===== config.mk =====
export PLATFORM = sky130hd
export DESIGN_NAME = mem_port_arbiter_flat
export DESIGN_NICKNAME = d
export VERILOG_FILES = /design/src/rtl/mem_port_arbiter_if.sv /design/src/rtl/mem_port_arbiter.sv /design/src/flat_wrapper.sv
export SDC_FILE = /design/constraint.sdc
export NUM_CORES = 1
export LEC_CHECK = 0
export BUFFER_PORTS_ARGS = -buffer_cell sky130_fd_sc_hd__buf_2
export CORE_MARGIN = 2
export CORE_UTILIZATION = 40
export CTS_CLUSTER_SIZE = 14
export DETAILED_ROUTE_END_ITERATION = 16
export PLACE_DENSITY = 0.7
export SETUP_SLACK_MARGIN = 0.2
export SLEW_MARGIN = 20
export SYNTH_ARGS = -nofsm -noshare
export SYNTH_HDL_FRONTEND = slang
export SYNTH_SLANG_ARGS = --single-unit

===== constraint.sdc =====
create_clock -name clk -period 1.85 [get_ports clk]
set_input_delay 0.4625 -clock clk [delete_from_list [all_inputs] [get_ports clk]]
set_output_delay 0.4625 -clock clk [all_outputs]
set_load 0.01 [all_outputs]

===== src/rtl/mem_port_arbiter_if.sv =====
// Bus bundle between the fetch/data requesters, the shared memory port and the arbiter.
// The arbiter uses the master modport; requesters and memory use the slave modport.
interface mem_port_arbiter_if #(
    parameter int unsigned ADDR_WIDTH = 32,
    parameter int unsigned DATA_WIDTH = 32
);
    logic                  if_req;
    logic [ADDR_WIDTH-1:0] if_addr;
    logic [DATA_WIDTH-1:0] if_rdata;
    logic                  if_ack;

    logic                  d_req;
    logic                  d_we;
    logic [ADDR_WIDTH-1:0] d_addr;
    logic [DATA_WIDTH-1:0] d_wdata;
    logic [DATA_WIDTH-1:0] d_rdata;
    logic                  d_ack;

    logic                  mem_req;
    logic                  mem_we;
    logic [ADDR_WIDTH-1:0] mem_addr;
    logic [DATA_WIDTH-1:0] mem_wdata;
    logic [DATA_WIDTH-1:0] mem_rdata;
    logic                  mem_ack;

    logic                  grant_sel;
    logic                  busy;
    logic                  err;

    modport master (
        input  if_req, if_addr, d_req, d_we, d_addr, d_wdata, mem_rdata, mem_ack,
        output if_rdata, if_ack, d_rdata, d_ack,
        output mem_req, mem_we, mem_addr, mem_wdata, grant_sel, busy, err
    );

    modport slave (
        output if_req, if_addr, d_req, d_we, d_addr, d_wdata, mem_rdata, mem_ack,
        input  if_rdata, if_ack, d_rdata, d_ack,
        input  mem_req, mem_we, mem_addr, mem_wdata, grant_sel, busy, err
    );
endinterface


===== src/rtl/mem_port_arbiter.sv =====
// Round-robin arbiter sharing one memory port between instruction fetch (port 0)
// and load/store (port 1), with a watchdog on the memory acknowledge.
module mem_port_arbiter #(
    parameter int unsigned ADDR_WIDTH = 32,
    parameter int unsigned DATA_WIDTH = 32,
    parameter int unsigned TIMEOUT    = 255
) (
    input logic                clk,
    input logic                reset,
    mem_port_arbiter_if.master bus
);
    localparam int unsigned CNT_WIDTH = 16;

    typedef enum logic [1:0] {IDLE, ACCESS, RESP} state_t;

    state_t                state_q, state_nxt;
    logic [CNT_WIDTH-1:0]  cnt_q, cnt_nxt;
    logic                  last_owner_q, last_owner_nxt;
    logic                  grant_q, grant_nxt;
    logic                  mem_req_q, mem_req_nxt;
    logic                  mem_we_q, mem_we_nxt;
    logic [ADDR_WIDTH-1:0] mem_addr_q, mem_addr_nxt;
    logic [DATA_WIDTH-1:0] mem_wdata_q, mem_wdata_nxt;
    logic [DATA_WIDTH-1:0] if_rdata_q, if_rdata_nxt;
    logic [DATA_WIDTH-1:0] d_rdata_q, d_rdata_nxt;
    logic                  if_ack_q, if_ack_nxt;
    logic                  d_ack_q, d_ack_nxt;
    logic                  busy_q, busy_nxt;
    logic                  err_q, err_nxt;
    logic                  pick;
    logic                  finish;
    logic [DATA_WIDTH-1:0] resp_data;

    // State and output registers
    always_ff @(posedge clk) begin
        if (reset) begin
            state_q      <= IDLE;
            cnt_q        <= '0;
            last_owner_q <= 1'b1;
            grant_q      <= 1'b0;
            mem_req_q    <= 1'b0;
            mem_we_q     <= 1'b0;
            mem_addr_q   <= '0;
            mem_wdata_q  <= '0;
            if_rdata_q   <= '0;
            d_rdata_q    <= '0;
            if_ack_q     <= 1'b0;
            d_ack_q      <= 1'b0;
            busy_q       <= 1'b0;
            err_q        <= 1'b0;
        end else begin
            state_q      <= state_nxt;
            cnt_q        <= cnt_nxt;
            last_owner_q <= last_owner_nxt;
            grant_q      <= grant_nxt;
            mem_req_q    <= mem_req_nxt;
            mem_we_q     <= mem_we_nxt;
            mem_addr_q   <= mem_addr_nxt;
            mem_wdata_q  <= mem_wdata_nxt;
            if_rdata_q   <= if_rdata_nxt;
            d_rdata_q    <= d_rdata_nxt;
            if_ack_q     <= if_ack_nxt;
            d_ack_q      <= d_ack_nxt;
            busy_q       <= busy_nxt;
            err_q        <= err_nxt;
        end
    end

    // Next-state and next-output logic
    always_comb begin
        state_nxt      = state_q;
        cnt_nxt        = cnt_q;
        last_owner_nxt = last_owner_q;
        grant_nxt      = grant_q;
        mem_we_nxt     = mem_we_q;
        mem_addr_nxt   = mem_addr_q;
        mem_wdata_nxt  = mem_wdata_q;
        if_rdata_nxt   = if_rdata_q;
        d_rdata_nxt    = d_rdata_q;
        if_ack_nxt     = 1'b0;
        d_ack_nxt      = 1'b0;
        err_nxt        = 1'b0;
        pick           = 1'b0;
        finish         = 1'b0;
        resp_data      = '0;

        case (state_q)
            IDLE: begin
                if (bus.if_req || bus.d_req) begin
                    // On a tie the port that did not own the previous access wins
                    pick           = (bus.if_req && bus.d_req) ? ~last_owner_q : bus.d_req;
                    grant_nxt      = pick;
                    last_owner_nxt = pick;
                    mem_we_nxt     = pick ? bus.d_we : 1'b0;
                    mem_addr_nxt   = pick ? bus.d_addr : bus.if_addr;
                    mem_wdata_nxt  = pick ? bus.d_wdata : '0;
                    cnt_nxt        = '0;
                    state_nxt      = ACCESS;
                end
            end
            ACCESS: begin
                // An ack arriving on the last allowed cycle still counts as success
                if (bus.mem_ack) begin
                    finish    = 1'b1;
                    resp_data = bus.mem_rdata;
                end else if (cnt_q == CNT_WIDTH'(TIMEOUT - 1)) begin
                    finish    = 1'b1;
                    err_nxt   = 1'b1;
                end else begin
                    cnt_nxt   = cnt_q + CNT_WIDTH'(1);
                end
                if (finish) begin
                    state_nxt = RESP;
                    if (grant_q) begin
                        d_ack_nxt   = 1'b1;
                        d_rdata_nxt = resp_data;
                    end else begin
                        if_ack_nxt   = 1'b1;
                        if_rdata_nxt = resp_data;
                    end
                end
            end
            RESP: begin
                cnt_nxt   = '0;
                state_nxt = IDLE;
            end
            default: begin
                cnt_nxt   = '0;
                state_nxt = IDLE;
            end
        endcase

        mem_req_nxt = (state_nxt == ACCESS);
        busy_nxt    = (state_nxt != IDLE);
    end

    assign bus.mem_req   = mem_req_q;
    assign bus.mem_we    = mem_we_q;
    assign bus.mem_addr  = mem_addr_q;
    assign bus.mem_wdata = mem_wdata_q;
    assign bus.if_rdata  = if_rdata_q;
    assign bus.if_ack    = if_ack_q;
    assign bus.d_rdata   = d_rdata_q;
    assign bus.d_ack     = d_ack_q;
    assign bus.grant_sel = grant_q;
    assign bus.busy      = busy_q;
    assign bus.err       = err_q;
endmodule


===== src/flat_wrapper.sv =====
// flat-port wrapper written by rule: the top's interface ports become plain ports
module mem_port_arbiter_flat 
#(
    parameter int unsigned ADDR_WIDTH = 32,
    parameter int unsigned DATA_WIDTH = 32,
    parameter int unsigned TIMEOUT    = 255
)
  (clk, reset, bus_if_req, bus_if_addr, bus_d_req, bus_d_we, bus_d_addr, bus_d_wdata, bus_mem_rdata, bus_mem_ack, bus_if_rdata, bus_if_ack, bus_d_rdata, bus_d_ack, bus_mem_req, bus_mem_we, bus_mem_addr, bus_mem_wdata, bus_grant_sel, bus_busy, bus_err);
  mem_port_arbiter_if #(.ADDR_WIDTH(ADDR_WIDTH), .DATA_WIDTH(DATA_WIDTH)) bus_i ();
  input logic clk;
  input logic reset;
  input wire logic [$bits(bus_i.if_req)-1:0] bus_if_req;
  input wire logic [$bits(bus_i.if_addr)-1:0] bus_if_addr;
  input wire logic [$bits(bus_i.d_req)-1:0] bus_d_req;
  input wire logic [$bits(bus_i.d_we)-1:0] bus_d_we;
  input wire logic [$bits(bus_i.d_addr)-1:0] bus_d_addr;
  input wire logic [$bits(bus_i.d_wdata)-1:0] bus_d_wdata;
  input wire logic [$bits(bus_i.mem_rdata)-1:0] bus_mem_rdata;
  input wire logic [$bits(bus_i.mem_ack)-1:0] bus_mem_ack;
  output wire logic [$bits(bus_i.if_rdata)-1:0] bus_if_rdata;
  output wire logic [$bits(bus_i.if_ack)-1:0] bus_if_ack;
  output wire logic [$bits(bus_i.d_rdata)-1:0] bus_d_rdata;
  output wire logic [$bits(bus_i.d_ack)-1:0] bus_d_ack;
  output wire logic [$bits(bus_i.mem_req)-1:0] bus_mem_req;
  output wire logic [$bits(bus_i.mem_we)-1:0] bus_mem_we;
  output wire logic [$bits(bus_i.mem_addr)-1:0] bus_mem_addr;
  output wire logic [$bits(bus_i.mem_wdata)-1:0] bus_mem_wdata;
  output wire logic [$bits(bus_i.grant_sel)-1:0] bus_grant_sel;
  output wire logic [$bits(bus_i.busy)-1:0] bus_busy;
  output wire logic [$bits(bus_i.err)-1:0] bus_err;
  assign bus_i.if_req = bus_if_req;
  assign bus_i.if_addr = bus_if_addr;
  assign bus_i.d_req = bus_d_req;
  assign bus_i.d_we = bus_d_we;
  assign bus_i.d_addr = bus_d_addr;
  assign bus_i.d_wdata = bus_d_wdata;
  assign bus_i.mem_rdata = bus_mem_rdata;
  assign bus_i.mem_ack = bus_mem_ack;
  assign bus_if_rdata = bus_i.if_rdata;
  assign bus_if_ack = bus_i.if_ack;
  assign bus_d_rdata = bus_i.d_rdata;
  assign bus_d_ack = bus_i.d_ack;
  assign bus_mem_req = bus_i.mem_req;
  assign bus_mem_we = bus_i.mem_we;
  assign bus_mem_addr = bus_i.mem_addr;
  assign bus_mem_wdata = bus_i.mem_wdata;
  assign bus_grant_sel = bus_i.grant_sel;
  assign bus_busy = bus_i.busy;
  assign bus_err = bus_i.err;
  mem_port_arbiter #(.ADDR_WIDTH(ADDR_WIDTH), .DATA_WIDTH(DATA_WIDTH), .TIMEOUT(TIMEOUT)) u_core (.clk(clk), .reset(reset), .bus(bus_i));
endmodule

# After elaboration in Yosys (flattened, before gate mapping)
# Cells that the tools add are included.
[word_totals] out_inout_bits=135 inputBits=134 regBits=154 elab_cells=52
[classes] mux=17 addsub=1 bitwise=4 reduce_logical=10 eq_ne=6
[op_table] op="32-bit 2-to-1 mux" n=3
[op_table] op="16-bit 2-to-1 mux" n=3
[op_table] op="16-bit one-hot mux with 2 select lines" n=1
[op_table] op="16-bit by 1-bit adder with 16-bit output, second input constant" n=1
[op_table] op="16-bit by 8-bit == test with 1-bit output, second input constant" n=1
[op_table] op="3-bit AND reduction" n=3
[op_table] op="1-bit 2-to-1 mux" n=7
[op_table] op="3-bit OR reduction" n=2
[op_table] op="2-bit by 1-bit == test with 1-bit output, second input constant" n=2
[op_table] op="2-bit 2-to-1 mux" n=2
[op_table] op="2-bit inequality test, second input constant" n=2
[op_table] op="1-bit inverter" n=4
[op_table] op="2-bit one-hot mux with 2 select lines" n=1
[op_table] op="2-bit logical NOT" n=1
[op_table] op="2-bit by 1-bit inequality test with 1-bit output, second input constant" n=1
[op_table] op="2-bit AND reduction" n=1
[op_table] op="2-bit nonzero test" n=1
[op_table] op="1-bit logical AND" n=1
[op_table] op="1-bit logical OR" n=1

# Depth between registers and ports, before layout
[logic_depth] depth_word=7 mapped_depth=8 depth_no_buf=7

# Worst setup path before layout
# No wires, ideal clock.
[synth_timing] kind="flip-flop to flip-flop" from="register u_core.cnt_q[0]" to="register u_core.if_rdata_q[15] (netlist: u_core.bus.if_rdata[15])" setup_slack_ns=0.085 period_less_slack_ns=1.765 path_buffers=1 required_ns=1.779 arrival_ns=1.695 setup_time_ns=0.071 path_stages_with_launch=9 cell_sequence="dfxtp_1 > inv_1 > ha_1 > and4b_1 > and4_1 > o211ai_2 > clkbuf_1 > nand2_1 > a21oi_1"
[synth_between] elab_chain_cells=5
[synth_rtl] item="start: declaration" line_no="mem_port_arbiter.sv:17" rtl="logic [CNT_WIDTH-1:0] cnt_q, cnt_nxt;"
[synth_rtl] item="start signal: assignment" line_no="mem_port_arbiter.sv:53" rtl="cnt_q <= cnt_nxt;"
[synth_rtl] item="16-bit by 8-bit == test with 1-bit output" line_no="mem_port_arbiter.sv:106" rtl="end else if (cnt_q == CNT_WIDTH'(TIMEOUT - 1)) begin"
[synth_rtl] item="1-bit 2-to-1 mux" line_no="mem_port_arbiter.sv:106"
[synth_rtl] item="1-bit 2-to-1 mux" line_no="mem_port_arbiter.sv:103" rtl="if (bus.mem_ack) begin"
[synth_rtl] item="1-bit 2-to-1 mux" line_no="mem_port_arbiter.sv:87" rtl="case (state_q)"
[synth_rtl] item="3-bit AND reduction (no line)"
[synth_rtl] item="end signal: assignment" line_no="mem_port_arbiter.sv:60" rtl="if_rdata_q <= if_rdata_nxt;"
[synth_rtl] item="end: declaration" line_no="mem_port_arbiter.sv:24" rtl="logic [DATA_WIDTH-1:0] if_rdata_q, if_rdata_nxt;"
# No other way between the ends. The select of a mux whose other input is x is not followed.
# A chain may end at the register's enable or synchronous reset.

# Worst setup path in the final report
[layout_timing] from="register u_core.cnt_q[1]" to="register u_core.d_rdata_q[14] (netlist: u_core.bus.d_rdata[14])"
[layout_between] elab_chain_cells=5
[layout_rtl] item="16-bit by 8-bit == test with 1-bit output" line_no="mem_port_arbiter.sv:106"
[layout_rtl] item="1-bit 2-to-1 mux" line_no="mem_port_arbiter.sv:106"
[layout_rtl] item="1-bit 2-to-1 mux" line_no="mem_port_arbiter.sv:103"
[layout_rtl] item="1-bit 2-to-1 mux" line_no="mem_port_arbiter.sv:87"
[layout_rtl] item="3-bit AND reduction (no line)"
[layout_rtl] item="end signal: assignment" line_no="mem_port_arbiter.sv:61" rtl="d_rdata_q <= d_rdata_nxt;"
[layout_rtl] item="end: declaration" line_no="mem_port_arbiter.sv:25" rtl="logic [DATA_WIDTH-1:0] d_rdata_q, d_rdata_nxt;"
# No other way between the ends. The select of a mux whose other input is x is not followed.

==> results.yml <==
run_status:
  status: "completed"
pwr:
  p_int_mw: 6.20
  powerDensity_nw_per_um2: 949
  p_sw_share_pct: 25.6
  p_leak_nw: 3.93
  p_comb_share_pct: 14.6
  irDropWorstVdd_uv: 733
  power_switching_mw: 2.14
  sequentialPowerShare_pct: 42.9
  clockPowerShare_pct: 42.5
floorplanning:
  core_area_sq_um: 14600
  std_cell_rows: 44
  dieArea_sq_um: 16000
  die_w_um: 126
  start_util_pct: 41.0
  io_pins: 269
  die_h_um: 126
place:
  place.gp.congestion: 0.861
  place_inst: 1073
  dp_slack_ns: 0.0292
  post_dp_cell_area_sq_um: 7630
  post-dp-hpwl_mm: 12.2
  io_buffers: 268
timing:
  fin_skew_ns: 0.00761
  finalHoldViolCount: 0
  drv_slew: 0
  maxSlewHeadroom_pct: 59.2
  setup_slack_ns: 0.0608
  tightest_slew_ns: 0.612
  finalSetupViolations: 0
  rsz0062_at_grt: "true"
  min_period_ns: 1.79
  timing.setup.tns_ns: 0
  max_freq_ghz: 0.559
  finalCritPeriodShare_pct: 96.7
synthesis:
  yosys.area.top_type: "dfxtp_1"
  synth.avg_cell_area_sq_um: 9.16
  yosysUniqueCellTypes: 47
  syn_inst: 653
  synth_edf_count: 0
  yosys.area.top_type_share_pct: 51.5
  synth_top_flop_cell: "dfxtp_1"
  synth_nets: 789
  synthTopCellsByArea: "dfxtp_1 52%, nor2_1 7.1%, mux2i_1 5.4%"
  async_flop_share_pct: 0
  yosysWarnings: 0
  ys_ff_latch: 154
  syn_area_sq_um: 5980
  yosysSeqAreaShare_pct: 51.5
cts:
  clock_path_buffers: 2
  cts_hold_buf: 0
  cts_tree: "done"
  cts_buffers: 17
  clk_latency_ns: 0.42
  htreeDepth: 4
  root_buffer: "clkbuf_16"
  clock_sinks: 154
  path_clk_slew_ns: 0.06
global_route:
  grt_pass1_wl_mm: 28.9
  antenna_found_initial: 1
  grt_usage_pct: 22.2
  grt_pass1_vias: 5666
  grt_max_degree: 65
  gr-total-overflow: 0
worst_setup_path:
  cpPeakStageDelay_ns: 0.36
  arrival_ns: 2.08
  worst-path-buf-inv: 2
  r2r_slack_ns: 0.06
  crit_fanout: 12
  crit_type: "reg -> reg"
  cp-start-kind: "flip-flop"
  critPathTopFamily: "simple AND/OR/NAND/NOR gates"
  crit_path_end_kind: "flip-flop"
  cpMaxStageDelayCell: "dfxtp_2"
  crit_required_ns: 2.14
  cp.depth: 8
  path_cells: "ha_4 > and4b_1 > and4_4 > o211ai_1 > buf_4 > buf_16 > a32oi_1 > nor2_1"
  reg2reg_depth: 8
finish:
  nets: 1069
  layout_common_cells: "267 x buf_2, 144 x dfxtp_1, 110 x nor2_1"
  final_common_cell: "buf_2"
  area_delta_synth_final_pct: 46.7
  fin_area_sq_um: 8780
  stdcell_count: 1131
  drive_above_1_share_pct: 43.6
detailed_routing:
  ant_nets: 0
  viasPerCell: 5.38
  drt-total-wl_mm: 18.5
  first_iter_violations: 459
  num_vias: 6086
  drt_first_pass_iters: 5
  detail_route.wl_per_cell_um: 16.3
  drc: 0
worst_hold_path:
  holdPathStages: 3
  hold_class: "in -> reg"
flow_run:
  cap_viol_max_count: 0
==> cell families (layout without fill, tap and decap cells) <==
logic type | count (synthesis) | after routing | share of synthesized area (%)
other cells | 0 | 1 | 0
flops | 154 | 154 | 51.5
fa+ha+maj | 2 | 2 | 0.418
xor+xnor | 1 | 1 | 0.146
buf+inv | 64 | 357 | 4.60
compound gates | 173 | 173 | 20.2
simple gates | 227 | 227 | 17.7
mux | 32 | 32 | 5.35
==> metrics by stage <==
stage               power, mW  util (%)  hold WS [ns]
finish                   8.34      60.2         0.289
global placement         4.77      52.3         0.440
CTS                      8.38      58.4         0.269
global route             8.70      60.2         0.286
detailed placement       4.78      52.3         0.444
floorplan                4.27         -         0.430
==> state kept, by name, summed over array words and instances, names as in the netlist <==
name                  count
u_core.bus.if_rdata      32
u_core.cnt_q             16
u_core.bus.d_ack          1
u_core.bus.d_rdata       32
u_core.last_owner_q       1
u_core.bus.grant_sel      1
u_core.state_q            2
u_core.bus.mem_wdata     32
u_core.bus.if_ack         1
u_core.bus.mem_addr      32
u_core.bus.mem_req        1
u_core.bus.busy           1
u_core.bus.err            1
u_core.bus.mem_we         1
==> synthesized netlist by cell type, drive strengths merged (3+ instances only) <==
| cell | instances |
|---|---|
| o211ai | 5 |
| dfxtp | 154 |
| a311oi | 3 |
| a21oi | 43 |
| buf | 17 |
| a31oi | 5 |
| o21ai | 12 |
| inv | 4 |
| a211oi | 32 |
| clkbuf | 42 |
| a22oi | 33 |
| mux2i | 32 |
| nand4 | 8 |
| nand2 | 44 |
| nor2 | 113 |
| nor3 | 7 |
| or4 | 3 |
| a32oi | 32 |
| nand3 | 36 |
==> worst register-to-register path: stages (launching register included) <==
cell      delay [ns]
dfxtp_2         0.36
ha_4            0.14
and4b_1         0.21
and4_4          0.24
o211ai_1        0.12
buf_4           0.18
buf_16          0.15
a32oi_1         0.19
nor2_1          0.06
==> cell type report <==
type	instances	area (sq um)
inverter	5	18.8
sequential	154	3110
antenna	1	2.50
clock inverter	11	144
clock buffer	21	460
timing repair buffer	320	1950
tap	184	230
fill	1286	5810
multi-input combinational	435	2870
==> power groups by stage <==
stage          Sequential, mW  Clock, mW  Combinational [mW]
6_report                 3.58       3.54                1.22
5_1_grt                  3.60       3.77                1.33
4_1_cts                  3.58       3.61                1.18
3_5_place_dp             3.65          0                1.13
3_3_place_gp             3.65          0                1.12
2_1_floorplan            3.73          0               0.539
==> worst paths after layout <==
kind                          startpoint                endpoint
hold / removal                  bus_d_we       u_core.bus.mem_we
setup reg to reg         u_core.cnt_q[1]  u_core.bus.d_rdata[14]
setup / recovery         u_core.cnt_q[1]  u_core.bus.d_rdata[14]
hold reg to reg   u_core.bus.if_rdata[1]  u_core.bus.if_rdata[1]
==> repair_timing <==
action	4_1_cts	5_1_grt
buffers inserted	11	9
resized for setup	28	46
setup endpoints to repair	67	81
cloned	4	1
pin swaps	22	37
==> metal layers <==
metal / GRT usage, % / share of wire, % / vias up
met4: 8.92 / 1.9 / 0
met3: 6.37 / 6.8 / 25
li1: - / - / 2946
met5: 0 / 0 / -
met2: 35.9 / 49 / 233
met1: 28.1 / 43 / 2882
Power figures use the tool's default switching activity.
